**config.mk**
```make
export PLATFORM = sky130hd
export DESIGN_NAME = hub75_rx
export DESIGN_NICKNAME = d
export VERILOG_FILES = /design/src/rtl/hub75_rx_pkg.sv /design/src/rtl/hub75_rx_sync.sv /design/src/rtl/hub75_rx.sv
export SDC_FILE = /design/constraint.sdc
export NUM_CORES = 1
export LEC_CHECK = 0
export CAP_MARGIN = 40
export CORE_ASPECT_RATIO = 0.9
export CORE_MARGIN = 5
export CORE_UTILIZATION = 56
export CTS_BUF_LIST = sky130_fd_sc_hd__clkbuf_16
export DETAILED_ROUTE_END_ITERATION = 8
export GPL_ROUTABILITY_DRIVEN = 0
export PLACE_DENSITY = 0.83
export SYNTH_ARGS = -nofsm -noshare
export SYNTH_HDL_FRONTEND = slang
export SYNTH_SLANG_ARGS = --single-unit
```
**constraint.sdc**
```tcl
create_clock -name clk -period 3.6 [get_ports clk]
set_clock_uncertainty 0.2 [all_clocks]
set_input_delay 1.08 -clock clk [delete_from_list [all_inputs] [get_ports clk]]
set_output_delay 1.08 -clock clk [all_outputs]
set_load 0.02 [all_outputs]
```
**src/rtl/hub75_rx_pkg.sv**
```systemverilog
// hub75_rx_pkg: shared idle pad levels and on-time FSM encoding for the HUB75 receiver
package hub75_rx_pkg;
  typedef enum logic {
    ST_WAIT = 1'b0,
    ST_ON   = 1'b1
  } ontime_state_t;
  localparam logic CLK_IDLE   = 1'b1;
  localparam logic LE_IDLE    = 1'b0;
  localparam logic BLANK_IDLE = 1'b1;
  localparam int CTL_CLK   = 0;
  localparam int CTL_LE    = 1;
  localparam int CTL_BLANK = 2;
  localparam logic [2:0] CTL_IDLE = {BLANK_IDLE, LE_IDLE, CLK_IDLE};
endpackage

```
**src/rtl/hub75_rx_sync.sv**
```systemverilog
// hub75_rx_sync: multi-flop synchronizer for a group of asynchronous pads with a settable idle value
module hub75_rx_sync #(
  parameter int W = 1,
  parameter int STAGES = 2,
  parameter logic [W-1:0] RST_VAL = '0
) (
  input  logic         clk,
  input  logic         rst,
  input  logic [W-1:0] d,
  output logic [W-1:0] q
);
  logic [STAGES-1:0][W-1:0] st;
  // shift the pad group through the synchronizer chain, resetting to its idle level
  always_ff @(posedge clk)
    if (rst) st <= {STAGES{RST_VAL}};
    else     st <= {st[STAGES-2:0], d};
  assign q = st[STAGES-1];
endmodule

```
**src/rtl/hub75_rx.sv**
```systemverilog
// hub75_rx: HUB75 panel-side receiver decoding pixel writes, line latches and blank on-times
module hub75_rx
  import hub75_rx_pkg::*;
#(
  parameter int N_BANKS = 2,
  parameter int N_ROWS = 32,
  parameter int N_COLS = 64,
  parameter int N_CHANS = 3,
  parameter int SYNC_STAGES = 2,
  parameter int ONTIME_W = 16,
  parameter int SDW = N_BANKS * N_CHANS,
  parameter int LOG_N_ROWS = $clog2(N_ROWS),
  parameter int LOG_N_COLS = $clog2(N_COLS)
) (
  input  logic                  clk,
  input  logic                  rst,
  input  logic [LOG_N_ROWS-1:0] hub75_addr,
  input  logic [SDW-1:0]        hub75_data,
  input  logic                  hub75_clk,
  input  logic                  hub75_le,
  input  logic                  hub75_blank,
  output logic                  wr_ena,
  output logic [LOG_N_COLS-1:0] wr_col,
  output logic [SDW-1:0]        wr_data,
  output logic                  line_stb,
  output logic [LOG_N_ROWS-1:0] line_row,
  output logic [LOG_N_COLS:0]   line_len,
  output logic                  line_ovf,
  output logic                  ontime_stb,
  output logic [ONTIME_W-1:0]   ontime
);
  localparam logic [LOG_N_COLS:0] COLS = (LOG_N_COLS+1)'(N_COLS);
  logic [LOG_N_ROWS-1:0] s_addr;
  logic [SDW-1:0] s_data;
  logic [2:0] s_ctl, p_ctl;
  logic shift_edge, latch_edge, blank_fall, blank_rise;
  logic [LOG_N_COLS:0] col_cnt, col_nxt;
  logic ovf, ovf_nxt, wr_go;
  ontime_state_t state, state_n;
  logic cnt_start, cnt_done;
  logic [ONTIME_W-1:0] cnt;

  hub75_rx_sync #(.W(LOG_N_ROWS), .STAGES(SYNC_STAGES), .RST_VAL('0)) u_sync_addr (
    .clk(clk), .rst(rst), .d(hub75_addr), .q(s_addr)
  );
  hub75_rx_sync #(.W(SDW), .STAGES(SYNC_STAGES), .RST_VAL('0)) u_sync_data (
    .clk(clk), .rst(rst), .d(hub75_data), .q(s_data)
  );
  hub75_rx_sync #(.W(3), .STAGES(SYNC_STAGES), .RST_VAL(CTL_IDLE)) u_sync_ctl (
    .clk(clk), .rst(rst), .d({hub75_blank, hub75_le, hub75_clk}), .q(s_ctl)
  );

  // previous-cycle copy of the control pads for edge detection
  always_ff @(posedge clk)
    if (rst) p_ctl <= CTL_IDLE;
    else     p_ctl <= s_ctl;

  assign shift_edge = s_ctl[CTL_CLK] & ~p_ctl[CTL_CLK];
  assign latch_edge = s_ctl[CTL_LE] & ~p_ctl[CTL_LE];
  assign blank_fall = ~s_ctl[CTL_BLANK] & p_ctl[CTL_BLANK];
  assign blank_rise = s_ctl[CTL_BLANK] & ~p_ctl[CTL_BLANK];

  // column bookkeeping including a shift that coincides with the latch edge
  always_comb begin
    wr_go   = shift_edge && (col_cnt != COLS);
    col_nxt = wr_go ? col_cnt + 1'b1 : col_cnt;
    ovf_nxt = ovf | (shift_edge && (col_cnt == COLS));
  end

  // registered pixel write strobe with held column and data
  always_ff @(posedge clk)
    if (rst) begin
      wr_ena  <= 1'b0;
      wr_col  <= '0;
      wr_data <= '0;
    end else begin
      wr_ena <= wr_go;
      if (wr_go) begin
        wr_col  <= col_cnt[LOG_N_COLS-1:0];
        wr_data <= s_data;
      end
    end

  // column counter, overflow flag and line latch reporting
  always_ff @(posedge clk)
    if (rst) begin
      col_cnt  <= '0;
      ovf      <= 1'b0;
      line_stb <= 1'b0;
      line_row <= '0;
      line_len <= '0;
      line_ovf <= 1'b0;
    end else begin
      line_stb <= latch_edge;
      col_cnt  <= latch_edge ? '0 : col_nxt;
      ovf      <= latch_edge ? 1'b0 : ovf_nxt;
      if (latch_edge) begin
        line_row <= s_addr;
        line_len <= col_nxt;
        line_ovf <= ovf_nxt;
      end
    end

  // on-time FSM state register
  always_ff @(posedge clk)
    if (rst) state <= ST_WAIT;
    else     state <= state_n;

  // on-time FSM transitions on blank edges
  always_comb begin
    state_n   = state;
    cnt_start = 1'b0;
    cnt_done  = 1'b0;
    cnt_start = (state == ST_WAIT) && blank_fall;
    cnt_done  = (state == ST_ON) && blank_rise;
    state_n   = cnt_start ? ST_ON : cnt_done ? ST_WAIT : state;
  end

  // saturating on-time counter and held result
  always_ff @(posedge clk)
    if (rst) begin
      cnt        <= '0;
      ontime_stb <= 1'b0;
      ontime     <= '0;
    end else begin
      ontime_stb <= cnt_done;
      if (cnt_done) ontime <= cnt;
      if (cnt_start) cnt <= ONTIME_W'(1);
      else if (state == ST_ON && cnt != '1) cnt <= cnt + 1'b1;
    end
endmodule

```
==> Word-level counts from Yosys, hierarchy flattened <==
Cells that the tools add are included.
{ "totals": {"register_bits": 100, "latch_bits": 0, "ram_bits": 0, "mem_bits_ro": 0, "input_bits": 16, "output_inout_bits": 44, "wordCells": 50, "memories": 0} }
{ "op_classes": {"add_sub_neg": 2, "mul": 0, "n_div": 0, "magnitude_cmp": 0, "eq_ne": 3, "n_shift": 0, "mux": 5, "bitwise_logic": 10, "reduce_logical": 9} }
{ "op_table": {"columns": ["cell", "count"], "rows": [
  ["$add 16x1->16 const B", 1],
  ["$ne 16x16->1 const B", 1],
  ["$add 7x1->7 const B", 1],
  ["$eq 7x7->1 const B", 1],
  ["$mux 7", 1],
  ["$ne 7x7->1 const B", 1],
  ["$logic_and 1x1->1", 5],
  ["$not 1->1", 5],
  ["$and 1x1->1", 4],
  ["$mux 1", 4],
  ["$reduce_bool 2->1", 2],
  ["$reduce_or 2->1", 2],
  ["$or 1x1->1", 1]
]} }

==> Logic depth before layout (Yosys ltp) <==
Gate-level depths: netlist of the first run.
{ "depth": {"ltp_word": 5, "depth_mapped": 8, "mapped_depth_nobuf": 6} }

==> Cells and area by module <==
Synthesis of the first run repeated with hierarchy kept, for this count alone.
{ "hier_totals": {"cells_unflattened": 378, "hier_area_um2": 3701.0} }
{ "by_module_without_submodules": {"columns": ["mod", "instances", "cells_per_inst", "area_each_um2", "seq_area_each_um2"], "rows": [
  ["hub75_rx", 1, 307, 2808.9, 1441.4],
  ["hub75_rx_sync (u_sync_data)", 1, 31, 411.6, 240.2],
  ["hub75_rx_sync (u_sync_addr)", 1, 25, 300.3, 200.2],
  ["hub75_rx_sync (u_sync_ctl)", 1, 15, 180.2, 120.1]
]} }

==> Worst setup path before layout of the first run <==
OpenSTA, ideal clock, no wires.
{ "synth_timing": {"path_type": "input to register", "start": "input port rst", "end": "register cnt[9]", "setup_ns": 0.059, "arrival_time_ns": 1.866, "t_required_ns": 3.341, "setup_slack_ns": 1.475, "stages": 3, "path_buffers": 0, "path_cell_list": "or2_1 -> or4_1 -> nand2_1"} }
{ "synth_between": {"elab_chain_cells": 1} }
{ "synth_rtl": {"columns": ["element", "line", "source"], "rows": [
  ["start: declaration", "hub75_rx.sv:16", "input logic rst,"],
  ["$reduce_or 2->1 (no line)", null, null],
  ["end signal: assignment", "hub75_rx.sv:129", "else if (state == ST_ON && cnt != '1) cnt <= cnt + 1'b1;"],
  ["end: declaration", "hub75_rx.sv:41", "logic [ONTIME_W-1:0] cnt;"]
]} }
Every way passes these cells.
A chain may end at the register's enable or synchronous reset.

==> Worst setup path in the final report of the first run <==
{ "layout_timing": {"start": "register line_row[0]", "end": "output port line_row[0]"} }
{ "layout_rtl": {"columns": ["element", "line", "source"], "rows": [
  ["start: declaration", "hub75_rx.sv:26", "output logic [LOG_N_ROWS-1:0] line_row,"],
  ["start signal: assignment", "hub75_rx.sv:98", "line_row <= s_addr;"]
]} }
No word-level cell between the ends.

==> results.json, run 1 <==
{
  "path_cells": "clkdlybuf4s50_1",
  "setup_viol": 0,
  "drc": 0,
  "ys_top_cells_by_count": "dfxtp_1 (100), nand2_1 (47), nor2_1 (30), nor2b_1 (28), a21oi_1 (26)",
  "max_freq_mhz": 384,
  "area_growth_syn_to_layout_pct": 25.4,
  "power_frac_comb_pct": 3.4,
  "pwr-share-clk_pct": 43.3,
  "antenna_found_initial": 0,
  "core_um2": 6180,
  "outcome": "finished, final reports clean",
  "synth_edf_count": 0,
  "tns_ns": 0,
  "ctsHoldBuffers": 0,
  "worstPathRequired_ns": 2.32,
  "crit_start": "line_row[0]",
  "setup_ws_ns": 0.993,
  "whs_endpoint": "u_sync_ctl.q[2]",
  "finalPower_mw": 2.13,
  "clk_latency_ns": 0.34,
  "fin_util_pct": 73.2,
  "start_util_pct": 58.4,
  "rsz0062_at_grt": "no",
  "synthCells": 370,
  "path_class": "reg2out",
  "wl_per_cell_um": 14.0,
  "crit_fanout": 2,
  "cts_sinks": 100,
  "ys_seq_area_share_pct": 55.4,
  "critPathMaxStageDelay_ns": 0.62,
  "dpl_cell_area_um2": 4230,
  "critPathLaunchType": "flip-flop",
  "clk_pin_slew_ns": 0.07,
  "drv_cap": 0,
  "drt_pass1_iterations": 5,
  "synth_most_common_cell": "dfxtp_1",
  "cts_setup_buffers": 0,
  "p_sw_share_pct": 22.6,
  "vdd_drop_max_v": 0.000413,
  "min_period_ns": 2.61,
  "post-dp-hpwl_um": 4990,
  "worstRegToRegCells": 6,
  "cts_tree": "yes",
  "dieArea_um2": 8160,
  "p_int_mw": 1.65,
  "finalCritPeriodShare_pct": 72.4,
  "globalRouteOverflowTotal": 0,
  "power_density_nw_per_um2": 470,
  "worstMarginPinSlew_ns": 0.798,
  "vias": 2743,
  "diodes": 0,
  "ys_seq_elements": 100,
  "synth_top_cell_area_share_pct": 55.4,
  "endpoint_kind": "output port",
  "avgSynthCellArea_um2": 9.76,
  "numCtsBuffers": 9,
  "fin_area_um2": 4530,
  "cp_top_family": "buffers and inverters",
  "nets": 443,
  "io_buffers": 59,
  "die_w_um": 94.7,
  "slew_violations": 0,
  "first_iter_violations": 196,
  "hold-path-cell-count": 1,
  "p_switching_mw": 0.480,
  "r2r-start": "col_cnt[0]",
  "cts-resized-gates": 0,
  "ant_nets": 0,
  "grt_max_degree": 44,
  "cts_root_buf": "clkbuf_16",
  "h-tree-depth": 3,
  "p_seq_share_pct": 53.3,
  "arrival_ns": 1.33,
  "grt.total_usage_pct": 18.9,
  "clockBufferDepth": 2,
  "syn_nets": 389,
  "timing.rr.end": "line_len[1]",
  "cp.buffers_inverters": 1,
  "ys_warn_count": 0,
  "synthFlopType": "dfxtp_1",
  "async_flop_share_pct": 0,
  "fp-row-count": 27,
  "post-place-ws_ns": 0.953,
  "top_level_ports": 60,
  "drt-total-wl_um": 7230,
  "routed_via_density": 5.32,
  "cpMaxStageDelayCell": "clkdlybuf4s50_1",
  "holdCritStartpoint": "u_sync_ctl.st[2]",
  "synth_cell_types": 45,
  "slew_headroom_pct": 46.8,
  "min_path_type": "reg2reg",
  "grt_first_pass_wirelength_um": 12200,
  "drive_gt1_share_pct": 8.39,
  "synthTopCellsByArea": "dfxtp_1 (55%), nand2_1 (4.9%), nor2b_1 (4.8%)",
  "synth_area_um2": 3610,
  "grt_pass1_vias": 2609,
  "finalHoldViolCount": 0,
  "leakagePower_nw": 1.64,
  "yosysTopAreaCell": "dfxtp_1",
  "r2r_setup_slack_ns": 1.35,
  "die_y_um": 86.2
}
-- worst max-delay path by stage --
stage	slack, ns	cells past startpoint	to
after floorplan	1.48	3	cnt[9]
after global placement	0.98	4	cnt[9]
after detailed placement	0.95	4	cnt[9]
after CTS	0.99	1	line_row[0]
after global routing	0.94	1	line_row[1]
final	0.99	1	line_row[0]
-- worst reg2reg max path, stage by stage (launching register included) --
cell and delay (ns):
dfxtp_1 0.46, inv_1 0.08, ha_1 0.21, nand4bb_1 0.14
o21a_1 0.66, mux2i_1 0.31, o21ai_0 0.09
-- area by class of cell --
cell class | count | area, µm²
fill | 448 | 1650
clock inverter | 7 | 70.1
timing repair buffer | 62 | 608
clock buffer | 9 | 225
tap | 87 | 109
inverter | 4 | 15.0
sequential | 100 | 2000
multi-input combinational | 247 | 1500
-- cell families (layout without fill, tap and decap cells) --
group,after synthesis,count (layout),synth area share [%]
AOI/OAI and AO/OA,59,59,10.1
xor gates and xnor gates,7,7,1.70
muxes,13,13,3.64
DFF,100,100,55.4
and+or+nand+nor,165,165,25.0
adders and majority gates,3,3,1.04
buffers and inverters,23,82,3.08
-- stage by stage --
stage | std cells | hold slack [ns]
after floorplan | 370 | 0.189
after global placement | 499 | 0.196
after detailed placement | 500 | 0.203
after CTS | 516 | 0.220
after global routing | 516 | 0.235
final | 516 | 0.218
-- layer usage --
| layer | part of all wire [%] | vias up | GRT usage, % |
|---|---|---|---|
| li1 | - | 1373 | - |
| met1 | 45 | 1267 | 24.4 |
| met2 | 46 | 91 | 30.5 |
| met3 | 7.0 | 12 | 6.16 |
| met4 | 1.3 | 0 | 5.24 |
| met5 | 0 | - | 0 |
-- placed cells by master (no fill, tap or decap), drive strengths merged, types with 2 or more instances in the layout --
cell           synthesis  layout
dfxtp                100     100
clkdlybuf4s50          0      58
nand2                 48      48
nor2                  30      30
nor2b                 28      28
a21oi                 26      26
o21ai                 17      17
mux2i                 12      12
or2                   11      11
nand4                 10      10
clkbuf                12       9
nand3                  7       7
inv                    4       7
and3                   6       6
xor2                   6       6
nor3                   5       5
a22o                   5       5
or3                    4       4
nor4                   4       4
buf                    7       4
nand2b                 3       3
o21a                   3       3
and4                   3       3
o211ai                 3       3
ha                     3       3
clkinv                 0       3
o31a                   2       2
or4                    2       2
nor3b                  2       2
-- power groups by stage --
stage	combinational (mW)	clock, mW	sequential, mW
finish	0.0724	0.921	1.13
CTS	0.0731	0.934	1.13
floorplan	0.0443	0	1.16
global route	0.0802	0.990	1.14
global placement	0.0701	0	1.16
detailed placement	0.0729	0	1.16
-- flip-flops by register name, summed over array words and instances (netlist names), 3 cells and up --
signal	cells
cnt	16
line_row	5
u_sync_ctl.st	3
wr_data	6
col_cnt	7
u_sync_addr.st	5
p_ctl	3
line_len	7
wr_col	6
u_sync_addr.q	5
u_sync_ctl.q	3
ontime	16
u_sync_data.q	6
u_sync_data.st	6
Power figures use the tool's default switching activity.
==> inputs of run 2 (changes only) <==
- CORE_UTILIZATION: 56 -> 52
- PLACE_DENSITY: 0.83 -> 0.78
- clock period: 3.6 -> 2.4 ns (I/O delays scaled with it)
==> results.json, run 2 (synthesis gave the netlist of run 1 again) <==
{
  "die_w_um": 97.9,
  "cpMaxStageDelayCell": "clkdlybuf4s50_1",
  "cts_root_buf": "clkbuf_16",
  "routed_via_density": 5.17,
  "final_common_cell": "dfxtp_1",
  "nets": 450,
  "drv_cap": 0,
  "timing.rr.end": "cnt[0]",
  "antenna_found_initial": 0,
  "clk_pin_slew_ns": 0.07,
  "min_path_type": "reg2reg",
  "holdCritStartpoint": "u_sync_ctl.st[0]",
  "min_period_ns": 2.28,
  "hold-path-cell-count": 1,
  "drt-total-wl_um": 7220,
  "clk_latency_ns": 0.34,
  "grt.total_usage_pct": 16.8,
  "drc": 0,
  "globalRouteOverflowTotal": 0,
  "stdcell_count": 526,
  "r2r-start": "cnt[0]",
  "rsz0062_at_grt": "no",
  "critPathLaunchType": "flip-flop",
  "cts_tree": "yes",
  "io_buffers": 59,
  "slew_headroom_pct": 53.8,
  "first_iter_violations": 126,
  "numCtsBuffers": 9,
  "outcome": "finished, final reports clean",
  "post-dp-hpwl_um": 5160,
  "leakagePower_nw": 1.67,
  "path_cells": "clkdlybuf4s50_1",
  "die_y_um": 89.1,
  "fin_area_um2": 4590,
  "whs_endpoint": "u_sync_ctl.q[0]",
  "max_freq_mhz": 438,
  "core_um2": 6660,
  "final_cell_mix": "dfxtp_1 (100), clkdlybuf4s50_1 (58), nand2_1 (47)",
  "cp_top_family": "buffers and inverters",
  "diodes": 0,
  "fin_util_pct": 69.0,
  "r2r_setup_slack_ns": 0.39,
  "power_density_nw_per_um2": 696,
  "critPathMaxStageDelay_ns": 0.64,
  "endpoint_kind": "output port",
  "grt_pass1_vias": 2579,
  "crit_fanout": 2,
  "arrival_ns": 1.36,
  "grt_first_pass_wirelength_um": 11700,
  "drt_pass1_iterations": 4,
  "reg.largest.list": "cnt: 16 flops, ontime: 16 flops",
  "drive_gt1_share_pct": 9.86,
  "fp-row-count": 28,
  "wl_per_cell_um": 13.7,
  "cts-resized-gates": 0,
  "area_growth_syn_to_layout_pct": 27.2,
  "ant_nets": 0,
  "place_inst": 509,
  "finalCritPeriodShare_pct": 95.0,
  "vdd_drop_max_v": 0.000421,
  "finalHoldViolCount": 0,
  "start_util_pct": 54.3,
  "slew_violations": 0,
  "worstMarginPinSlew_ns": 0.692,
  "post-place-ws_ns": 0.151,
  "clockBufferDepth": 2,
  "setup_ws_ns": 0.119,
  "setup_viol": 0,
  "cts_sinks": 100,
  "grt_max_degree": 35,
  "worstRegToRegCells": 5,
  "worstPathRequired_ns": 1.48,
  "tns_ns": 0,
  "path_class": "reg2out",
  "cp.buffers_inverters": 1,
  "vias": 2721,
  "top_level_ports": 60,
  "dieArea_um2": 8720,
  "ctsHoldBuffers": 0,
  "dpl_cell_area_um2": 4290,
  "cts_setup_buffers": 0,
  "h-tree-depth": 3
}
run 2: power breakdown:
group	internal, mW	switching [mW]	total (mW)
registers	1.69	0.0111	1.70
logic	0.0597	0.0598	0.119
clock network	0.730	0.651	1.38
run 2: worst reg2reg max path: stages (launching register included):
cell	delay [ns]
dfxtp_1	0.39
ha_1	0.26
nand3_2	0.19
o41ai_4	0.46
mux2_1	0.36
nor2_1	0.09
run 2: routing by layer:
layer	up-vias	track usage, %	part of all wire (%)
met5	-	0	0
met4	0	7.42	1.3
met3	9	3.74	4.7
met2	63	28.4	47
met1	1264	21.0	47
li1	1385	-	-
run 2: metrics by stage:
step	hold slack [ns]	total power, mW
after floorplan	0.189	1.80
after global placement	0.195	1.85
after detailed placement	0.194	1.86
after CTS	0.214	3.22
after global routing	0.245	3.31
final	0.210	3.20
run 2: cell type report:
cell class,instances,area (µm²)
clock buffers,9,225
well taps,90,113
repair buffers,69,673
fillers,542,2060
inverters,4,15.0
clock inverters,7,66.3
flip-flops and latches,100,2000
multi-input cells,247,1500
run 2: worst max path at each step:
stage                     start           to  slack, ns  depth (start not counted)
floorplan                cnt[0]       cnt[0]       0.57                          5
global placement            rst  line_row[4]       0.28                          3
detailed placement          rst  line_row[3]       0.15                          3
CTS                 line_row[2]  line_row[2]       0.12                          1
global route        line_row[2]  line_row[2]       0.09                          1
finish              line_row[2]  line_row[2]       0.12                          1
